==> config.mk <==
export PLATFORM = sky130hd
export DESIGN_NAME = mc_main_ctrl
export DESIGN_NICKNAME = d
export VERILOG_FILES = /design/src/rtl/mc_ctrl_pkg.sv /design/src/rtl/mc_ctrl_outdec.sv /design/src/rtl/mc_main_ctrl.sv
export SDC_FILE = /design/constraint.sdc
export NUM_CORES = 1
export LEC_CHECK = 0
export CAP_MARGIN = 20
export CORE_ASPECT_RATIO = 1.1
export CORE_MARGIN = 5
export CORE_UTILIZATION = 36
export DETAILED_ROUTE_END_ITERATION = 8
export PLACE_DENSITY = 0.87
export SETUP_SLACK_MARGIN = 0.02
export SYNTH_ARGS = -nofsm -noshare
export SYNTH_HDL_FRONTEND = slang
export SYNTH_SLANG_ARGS = --single-unit
export TNS_END_PERCENT = 100
==> constraint.sdc <==
create_clock -name clk -period 1.5 [get_ports clk]
set_clock_uncertainty 0.05 [all_clocks]
set_input_delay 0.3 -clock clk [delete_from_list [all_inputs] [get_ports clk]]
set_output_delay 0.3 -clock clk [all_outputs]
set_load 0.03 [all_outputs]
==> src/rtl/mc_ctrl_pkg.sv <==
// Shared encodings for the multicycle core main controller: states, opcodes,
// ALU-op classes, datapath mux selects and the packed control word.
package mc_ctrl_pkg;

  typedef enum logic [3:0] {
    S_FETCH    = 4'd0,
    S_DECODE   = 4'd1,
    S_EXEC_R   = 4'd2,
    S_EXEC_I   = 4'd3,
    S_WB_R     = 4'd4,
    S_WB_I     = 4'd5,
    S_LHI_WB   = 4'd6,
    S_MEM_ADDR = 4'd7,
    S_MEM_RD   = 4'd8,
    S_MEM_WB   = 4'd9,
    S_MEM_WR   = 4'd10,
    S_BEQ_CMP  = 4'd11,
    S_JAL_ST   = 4'd12,
    S_JLR_ST   = 4'd13,
    S_HALT     = 4'd14
  } state_t;

  localparam logic [3:0] OP_ADD = 4'b0000;
  localparam logic [3:0] OP_ADI = 4'b0001;
  localparam logic [3:0] OP_NDU = 4'b0010;
  localparam logic [3:0] OP_LHI = 4'b0011;
  localparam logic [3:0] OP_LW  = 4'b0100;
  localparam logic [3:0] OP_SW  = 4'b0101;
  localparam logic [3:0] OP_JAL = 4'b1000;
  localparam logic [3:0] OP_JLR = 4'b1001;
  localparam logic [3:0] OP_BEQ = 4'b1100;

  localparam logic [1:0] ALUOP_ADDF  = 2'b00;
  localparam logic [1:0] ALUOP_ADD   = 2'b01;
  localparam logic [1:0] ALUOP_NANDF = 2'b10;
  localparam logic [1:0] ALUOP_SUB   = 2'b11;

  localparam logic [1:0] SRCB_REGB = 2'b00;
  localparam logic [1:0] SRCB_ONE  = 2'b01;
  localparam logic [1:0] SRCB_IMM6 = 2'b10;
  localparam logic [1:0] SRCB_IMM9 = 2'b11;

  localparam logic [1:0] RDST_IR5_3  = 2'b00;
  localparam logic [1:0] RDST_IR8_6  = 2'b01;
  localparam logic [1:0] RDST_IR11_9 = 2'b10;

  localparam logic [1:0] M2R_ALUOUT = 2'b00;
  localparam logic [1:0] M2R_MDR    = 2'b01;
  localparam logic [1:0] M2R_PC     = 2'b10;
  localparam logic [1:0] M2R_LHI    = 2'b11;

  localparam logic [1:0] PCSRC_ALU    = 2'b00;
  localparam logic [1:0] PCSRC_ALUOUT = 2'b01;
  localparam logic [1:0] PCSRC_REGA   = 2'b10;

  localparam logic [1:0] CZ_CARRY = 2'b10;
  localparam logic [1:0] CZ_ZERO  = 2'b01;

  typedef struct packed {
    logic       pcwrite;
    logic       irwrite;
    logic       regwrite;
    logic       flagwrite;
    logic       memread;
    logic       memwrite;
    logic       iord;
    logic       alusrca;
    logic [1:0] alusrcb;
    logic [1:0] regdst;
    logic [1:0] memtoreg;
    logic [1:0] pcsrc;
    logic [1:0] aluop;
  } ctrl_t;

  // Undefined opcodes land in HALT; the caller uses that to set the sticky flag.
  function automatic state_t dispatch_state(input logic [3:0] op);
    case (op)
      OP_ADD, OP_NDU: dispatch_state = S_EXEC_R;
      OP_ADI:         dispatch_state = S_EXEC_I;
      OP_LHI:         dispatch_state = S_LHI_WB;
      OP_LW, OP_SW:   dispatch_state = S_MEM_ADDR;
      OP_BEQ:         dispatch_state = S_BEQ_CMP;
      OP_JAL:         dispatch_state = S_JAL_ST;
      OP_JLR:         dispatch_state = S_JLR_ST;
      default:        dispatch_state = S_HALT;
    endcase
  endfunction

endpackage

==> src/rtl/mc_ctrl_outdec.sv <==
// State to control-word decoder. Enables that the top gates with mem_ready,
// alu_zero or the flag condition are emitted here as their ungated value.
module mc_ctrl_outdec
  import mc_ctrl_pkg::*;
(
  input  state_t     i_state,
  input  logic [3:0] i_opcode,
  output ctrl_t      o_ctrl
);

  always_comb begin
    o_ctrl = '0;
    case (i_state)
      S_FETCH: begin
        o_ctrl.memread = 1'b1;
        o_ctrl.pcwrite = 1'b1;
        o_ctrl.irwrite = 1'b1;
        o_ctrl.alusrcb = SRCB_ONE;
        o_ctrl.aluop   = ALUOP_ADD;
      end
      S_DECODE: begin
        // JAL branches by imm9, everything else precomputes PC+imm6.
        o_ctrl.alusrcb = (i_opcode == OP_JAL) ? SRCB_IMM9 : SRCB_IMM6;
        o_ctrl.aluop   = ALUOP_ADD;
      end
      S_EXEC_R: begin
        o_ctrl.alusrca = 1'b1;
        o_ctrl.alusrcb = SRCB_REGB;
        o_ctrl.aluop   = (i_opcode == OP_NDU) ? ALUOP_NANDF : ALUOP_ADDF;
      end
      S_WB_R: begin
        o_ctrl.regdst    = RDST_IR5_3;
        o_ctrl.memtoreg  = M2R_ALUOUT;
        o_ctrl.regwrite  = 1'b1;
        o_ctrl.flagwrite = 1'b1;
      end
      S_EXEC_I: begin
        o_ctrl.alusrca = 1'b1;
        o_ctrl.alusrcb = SRCB_IMM6;
        o_ctrl.aluop   = ALUOP_ADD;
      end
      S_WB_I: begin
        o_ctrl.regdst    = RDST_IR8_6;
        o_ctrl.memtoreg  = M2R_ALUOUT;
        o_ctrl.regwrite  = 1'b1;
        o_ctrl.flagwrite = 1'b1;
      end
      S_LHI_WB: begin
        o_ctrl.regdst   = RDST_IR11_9;
        o_ctrl.memtoreg = M2R_LHI;
        o_ctrl.regwrite = 1'b1;
      end
      S_MEM_ADDR: begin
        o_ctrl.alusrca = 1'b1;
        o_ctrl.alusrcb = SRCB_IMM6;
        o_ctrl.aluop   = ALUOP_ADD;
      end
      S_MEM_RD: begin
        o_ctrl.iord    = 1'b1;
        o_ctrl.memread = 1'b1;
      end
      S_MEM_WB: begin
        o_ctrl.regdst    = RDST_IR11_9;
        o_ctrl.memtoreg  = M2R_MDR;
        o_ctrl.regwrite  = 1'b1;
        o_ctrl.flagwrite = 1'b1;
      end
      S_MEM_WR: begin
        o_ctrl.iord     = 1'b1;
        o_ctrl.memwrite = 1'b1;
      end
      S_BEQ_CMP: begin
        o_ctrl.alusrca = 1'b1;
        o_ctrl.alusrcb = SRCB_REGB;
        o_ctrl.aluop   = ALUOP_SUB;
        o_ctrl.pcsrc   = PCSRC_ALUOUT;
        o_ctrl.pcwrite = 1'b1;
      end
      S_JAL_ST: begin
        o_ctrl.regdst   = RDST_IR11_9;
        o_ctrl.memtoreg = M2R_PC;
        o_ctrl.regwrite = 1'b1;
        o_ctrl.pcsrc    = PCSRC_ALUOUT;
        o_ctrl.pcwrite  = 1'b1;
      end
      S_JLR_ST: begin
        o_ctrl.regdst   = RDST_IR11_9;
        o_ctrl.memtoreg = M2R_PC;
        o_ctrl.regwrite = 1'b1;
        o_ctrl.pcsrc    = PCSRC_REGA;
        o_ctrl.pcwrite  = 1'b1;
      end
      S_HALT:  o_ctrl = '0;
      default: o_ctrl = '0;
    endcase
  end

endmodule

==> src/rtl/mc_main_ctrl.sv <==
// Main control FSM of the multicycle 16-bit core: state register, next-state
// dispatch, and the mem_ready / alu_zero / flag gating of the decoded word.
module mc_main_ctrl
  import mc_ctrl_pkg::*;
(
  input  logic       clk,
  input  logic       reset_n,
  input  logic [3:0] opcode,
  input  logic [1:0] cz,
  input  logic       carry_flag,
  input  logic       zero_flag,
  input  logic       mem_ready,
  input  logic       alu_zero,
  output logic       pcwrite,
  output logic       irwrite,
  output logic       regwrite,
  output logic       flagwrite,
  output logic       memread,
  output logic       memwrite,
  output logic       iord,
  output logic       alusrca,
  output logic [1:0] alusrcb,
  output logic [1:0] regdst,
  output logic [1:0] memtoreg,
  output logic [1:0] pcsrc,
  output logic [1:0] aluop,
  output logic [1:0] cz_out,
  output logic       illegal,
  output logic [3:0] dbg_state
);

  // Memory handshake: the memory side holds mem_ready=1 for exactly the cycle
  // in which it completes the access requested by memread/memwrite; the FSM
  // samples it on that cycle's rising edge and commits IR/PC in the same cycle.

  state_t r_state;
  state_t w_next;
  logic   r_run;
  logic   r_illegal;
  ctrl_t  w_base;
  logic   w_cond;
  logic   w_gate_fetch;
  logic   w_gate_wb;
  logic   w_gate_beq;

  mc_ctrl_outdec u_outdec (
    .i_state  (r_state),
    .i_opcode (opcode),
    .o_ctrl   (w_base)
  );

  always_comb begin
    case (cz)
      CZ_CARRY: w_cond = carry_flag;
      CZ_ZERO:  w_cond = zero_flag;
      default:  w_cond = 1'b1;
    endcase
  end

  assign w_gate_fetch = (r_state == S_FETCH)   ? mem_ready : 1'b1;
  assign w_gate_wb    = (r_state == S_WB_R)    ? w_cond    : 1'b1;
  assign w_gate_beq   = (r_state == S_BEQ_CMP) ? alu_zero  : 1'b1;

  always_comb begin
    w_next = r_state;
    case (r_state)
      S_FETCH:    if (mem_ready) w_next = S_DECODE;
      S_DECODE:   w_next = dispatch_state(opcode);
      S_EXEC_R:   w_next = S_WB_R;
      S_EXEC_I:   w_next = S_WB_I;
      S_MEM_ADDR: w_next = (opcode == OP_LW) ? S_MEM_RD : S_MEM_WR;
      S_MEM_RD:   if (mem_ready) w_next = S_MEM_WB;
      S_MEM_WR:   if (mem_ready) w_next = S_FETCH;
      S_WB_R, S_WB_I, S_LHI_WB, S_MEM_WB,
      S_BEQ_CMP, S_JAL_ST, S_JLR_ST: w_next = S_FETCH;
      S_HALT:     w_next = S_HALT;
      default:    w_next = S_FETCH;
    endcase
  end

  // r_run delays the first FETCH outputs to the cycle after reset release and
  // clears asynchronously, so every enable drops the instant reset asserts.
  always_ff @(posedge clk or negedge reset_n) begin
    if (!reset_n) begin
      r_run     <= 1'b0;
      r_state   <= S_FETCH;
      r_illegal <= 1'b0;
    end else begin
      r_run <= 1'b1;
      if (r_run) begin
        r_state <= w_next;
        if (r_state == S_DECODE && w_next == S_HALT) r_illegal <= 1'b1;
      end
    end
  end

  assign pcwrite   = r_run & w_base.pcwrite & w_gate_fetch & w_gate_beq;
  assign irwrite   = r_run & w_base.irwrite & w_gate_fetch;
  assign regwrite  = r_run & w_base.regwrite & w_gate_wb;
  assign flagwrite = r_run & w_base.flagwrite & w_gate_wb;
  assign memread   = r_run & w_base.memread;
  assign memwrite  = r_run & w_base.memwrite;
  assign iord      = r_run & w_base.iord;
  assign alusrca   = r_run & w_base.alusrca;
  assign alusrcb   = {2{r_run}} & w_base.alusrcb;
  assign regdst    = {2{r_run}} & w_base.regdst;
  assign memtoreg  = {2{r_run}} & w_base.memtoreg;
  assign pcsrc     = {2{r_run}} & w_base.pcsrc;
  assign aluop     = {2{r_run}} & w_base.aluop;
  assign cz_out    = cz;
  assign illegal   = r_illegal;
  assign dbg_state = r_state;

endmodule

==> flow_summary.json, run 1 <==
{
  "clockBufferDepth": 2,
  "netlist_area_um2": 785,
  "synth_area_leader_cell": "dfrtp_1",
  "synth.distinct_cells": 45,
  "grt_max_degree": 15,
  "place_ws_ns": -0.574,
  "die_y_um": 59.0,
  "yosysTopAreaCellShare_pct": 19.1,
  "cts_root_buf": "clkbuf_4",
  "lastStage": "global routing",
  "numCtsBuffers": 3,
  "avgSynthCellArea_um2": 7.33,
  "placementRows": 17,
  "status": "aborted with a tool error",
  "globalplace.congestion": 0.884,
  "dpl.hpwl_um": 2560,
  "yosysSeqAreaShare_pct": 19.1,
  "worst-ep-kind": "top-level output",
  "synth-seq-cells": 6,
  "error": "[ERROR DPL-0033] detailed placement checks failed during check placement.",
  "synthTopCellsByArea": "dfrtp_1 19%, nor2_1 6.2%, a21oi_1 5.1%",
  "async_flop_share_pct": 100,
  "worstEndpointGrtRepair": "pcsrc[0]",
  "place.port_buffers": 36,
  "yosys_warnings": 0,
  "synth_edf_count": 0,
  "antenna_found_initial": 2,
  "placed_cells": 197,
  "htreeDepth": 1,
  "numClockSinks": 6,
  "syn_nets": 121,
  "start_util_pct": 38.4,
  "io_pins": 37,
  "hold_buffers": 0,
  "ys.flop_type": "dfrtp_1",
  "die_w_um": 54.5,
  "synth_cells": 107
}
## cell families after synthesis
family | share of synthesized area, %
AND/OR/NAND/NOR | 34.0
adder cells (fa/ha/maj) | 3.19
flip-flops | 19.1
buffers and inverters | 9.57
AO/OA/AOI/OAI | 28.4
other | 0.478
multiplexers | 5.26
## cell usage after synthesis, types with 2 or more instances
cell type	count
a21oi_1	8
a22oi_1	2
and3_1	3
and3b_1	2
buf_2	3
buf_4	3
dfrtp_1	6
ha_1	2
inv_1	4
inv_2	2
mux2_4	2
nand2_1	10
nand2b_1	5
nand3_1	4
nor2_1	13
nor2b_1	3
nor3_1	2
o21ai_0	3
o21ai_1	2
o22a_1	2
o22ai_1	2
## per-stage QoR
stage / area [um^2] / hold WS (ns)
3_5_place_dp: 1480 / 0.414
2_1_floorplan: 953 / -0.0456
4_1_cts: 1740 / 0.256
3_3_place_gp: 1480 / 0.404
## what timing repair did
action	CTS
gates cloned	0
gates resized for setup	50
buffers inserted	10
pin swaps	19
endpoints found under the setup margin	23
==> run 2, diff against run 1 <==
--- a/config.mk
+++ b/config.mk
@@ -6,12 +6,10 @@
 export NUM_CORES = 1
 export LEC_CHECK = 0
 export CAP_MARGIN = 20
-export CORE_ASPECT_RATIO = 1.1
-export CORE_MARGIN = 5
-export CORE_UTILIZATION = 36
+export CORE_AREA = 5 5 66 68
 export DETAILED_ROUTE_END_ITERATION = 8
-export PLACE_DENSITY = 0.87
-export SETUP_SLACK_MARGIN = 0.02
+export DIE_AREA = 0 0 71 73
+export PLACE_DENSITY_LB_ADDON = 0.15
 export SYNTH_ARGS = -nofsm -noshare
 export SYNTH_HDL_FRONTEND = slang
 export SYNTH_SLANG_ARGS = --single-unit
==> constraint.sdc (replaced) <==
create_clock -name clk -period 2 [get_ports clk]
set_clock_uncertainty 0.05 [all_clocks]
set_input_delay 0.4 -clock clk [delete_from_list [all_inputs] [get_ports clk]]
set_output_delay 0.4 -clock clk [all_outputs]
set_load 0.03 [all_outputs]
==> flow_summary.json, run 2 <==
{
  "diodes": 0,
  "vias": 972,
  "clk_pin_slew_ns": 0.03,
  "clk_latency_ns": 0.22,
  "fp.coreArea_um2": 3800,
  "die_y_um": 73,
  "hold_buffers": 0,
  "synth-seq-cells": 6,
  "min_period_over_period_pct": 97.8,
  "htreeDepth": 1,
  "setup_viol": 0,
  "p_per_area_nw_per_um2": 1250,
  "nNetsFinal": 179,
  "seq_area_um2": 155,
  "wl_um": 2930,
  "clockBufferDepth": 2,
  "final_cell_mix": "39 x buf_4, 9 x nor2_1, 9 x clkdlybuf4s50_1, 8 x nand2_1, 6 x buf_6",
  "async_flop_share_pct": 100,
  "post-route-drc-count": 0,
  "io_pins": 37,
  "yosysMostFrequentCell": "nor2_1",
  "grt_pass1_wl_um": 4540,
  "drive_gt1_share_pct": 50.9,
  "antenna_found_initial": 0,
  "grt.overflow.total": 0,
  "grt_max_degree": 13,
  "dpl.hpwl_um": 2240,
  "vdd_drop_max_mv": 0.624,
  "drt_pass1_iterations": 4,
  "layout_min_cycle_time_ns": 1.96,
  "hold_slack_ns": 0.366,
  "yosys_warnings": 0,
  "cts_tree": "yes",
  "netlist_area_um2": 785,
  "place.port_buffers": 36,
  "cp_max_fo": 7,
  "fillers": 417,
  "synth_area_leader_cell": "dfrtp_1",
  "drv_slew": 0,
  "vias_per_cell": 4.56,
  "synthTopCellsByArea": "dfrtp_1 19%, nor2_1 6.2%, a21oi_1 5.1%",
  "antenna_left": 0,
  "grt_usage_pct": 10.7,
  "numClockSinks": 6,
  "largest_reg_flops": 4,
  "maxCapViolations": 0,
  "placementRows": 23,
  "syn_nets": 121,
  "multi_input_area_um2": 638,
  "start_kind": "register",
  "synth.distinct_cells": 45,
  "hold_viol": 0,
  "grt_pass1_vias": 947,
  "syn_to_final_growth_pct": 83.4,
  "fin_util_pct": 37.9,
  "final_common_cell": "buf_4",
  "end_kind": "output pin",
  "cp.required_ns": 1.55,
  "start_util_pct": 20.7,
  "min_path_type": "in -> async",
  "crit_type": "reg -> out",
  "drt_iter0_markers": 45,
  "die_w_um": 71,
  "leakage_nw": 0.680,
  "yosysSeqAreaShare_pct": 19.1,
  "rsz0062_at_grt": "true",
  "avgRoutedWirePerCell_um": 13.8,
  "synth_common_cells": "13 x nor2_1, 10 x nand2_1, 8 x a21oi_1",
  "avgSynthCellArea_um2": 7.33,
  "status": "finished clean",
  "globalplace.congestion": 0.813,
  "yosysTopAreaCellShare_pct": 19.1,
  "ys.flop_type": "dfrtp_1",
  "die-area_um2": 5180,
  "arrival_ns": 1.51,
  "synth_cells": 107,
  "numCtsBuffers": 3,
  "max_freq_mhz": 511,
  "cts_root_buf": "clkbuf_8",
  "synth_edf_count": 0
}
## run 2: cell counts after synthesis
Identical to the previous run, type by type.
## run 2: what timing repair did
item,in CTS,in global routing
setup endpoints to repair,10,11
gates resized for setup,10,29
endpoints found under the hold margin,0,0
pin swaps,4,12
buffers inserted,1,6
## run 2: cells by family (layout without fill, tap and decap cells)
logic type | after synthesis | in the layout | synth area share [%]
multiplexers | 3 | 3 | 5.26
AND/OR/NAND/NOR | 50 | 50 | 34.0
other | 1 | 1 | 0.478
adder cells (fa/ha/maj) | 2 | 2 | 3.19
buffers and inverters | 14 | 70 | 9.57
AO/OA/AOI/OAI | 31 | 31 | 28.4
flip-flops | 6 | 6 | 19.1
## run 2: worst paths after layout
| kind | startpoint | end | slack, ns | cells after the start |
|---|---|---|---|---|
| setup / recovery | dbg_state[3]$_DFFE_PN0P_ | pcwrite | 0.04 | 5 |
| hold / removal | reset_n | illegal$_DFFE_PN0P_ | 0.37 | 1 |
| setup reg to reg | dbg_state[3]$_DFFE_PN0P_ | dbg_state[1]$_DFFE_PN0P_ | 0.33 | 6 |
| hold reg to reg | illegal$_DFFE_PN0P_ | illegal$_DFFE_PN0P_ | 0.45 | 1 |
| max in group asynchronous | reset_n | dbg_state[0]$_DFFE_PN0P_ | 1.31 | 1 |
| min in group clk | illegal$_DFFE_PN0P_ | illegal$_DFFE_PN0P_ | 0.45 | 1 |
## run 2: final cells by class
cell class              count  area share [%]
repair buffers             61            36.1
clock buffers               3            2.87
well taps                  50            4.35
multi-input cells          87            44.3
flip-flops and latches      6            10.8
inverters                   6            1.57
## run 2: where the power goes
group | switching, mW | internal (mW)
clock network | 0.0455 | 0.129
registers | 0.0847 | 0.165
logic | 0.723 | 0.649
total | 0.853 | 0.942
## run 2: worst max-delay path, cell delays in order (launching register included)
cell     delay, ns
dfrtp_2       0.47
nand2_2       0.13
nor2_1        0.05
a311o_1       0.31
and3_1        0.16
buf_4         0.16
## run 2: metrics by stage
stage	setup TNS [ns]	total power [mW]	instance area, um^2	setup WS [ns]	cells
CTS	0	1.63	1320	0.00590	207
floorplan	-0.107	0.972	808	-0.107	107
finish	0	1.80	1440	0.0449	213
global placement	-0.469	1.43	1260	-0.220	203
detailed placement	-0.585	1.41	1260	-0.257	203
global route	-0.131	1.92	1440	-0.0404	213
## run 2: layer usage
layer  up-vias  part of all wire, %  global-route usage [%]
li1        496                    -                       -
met5         -                    0                       0
met3         0                  3.1                   0.826
met2        19                   51                    17.9
met4         0                    0                    3.13
met1       457                   46                    14.6
Note: power is estimated with default switching activity, not from simulation.
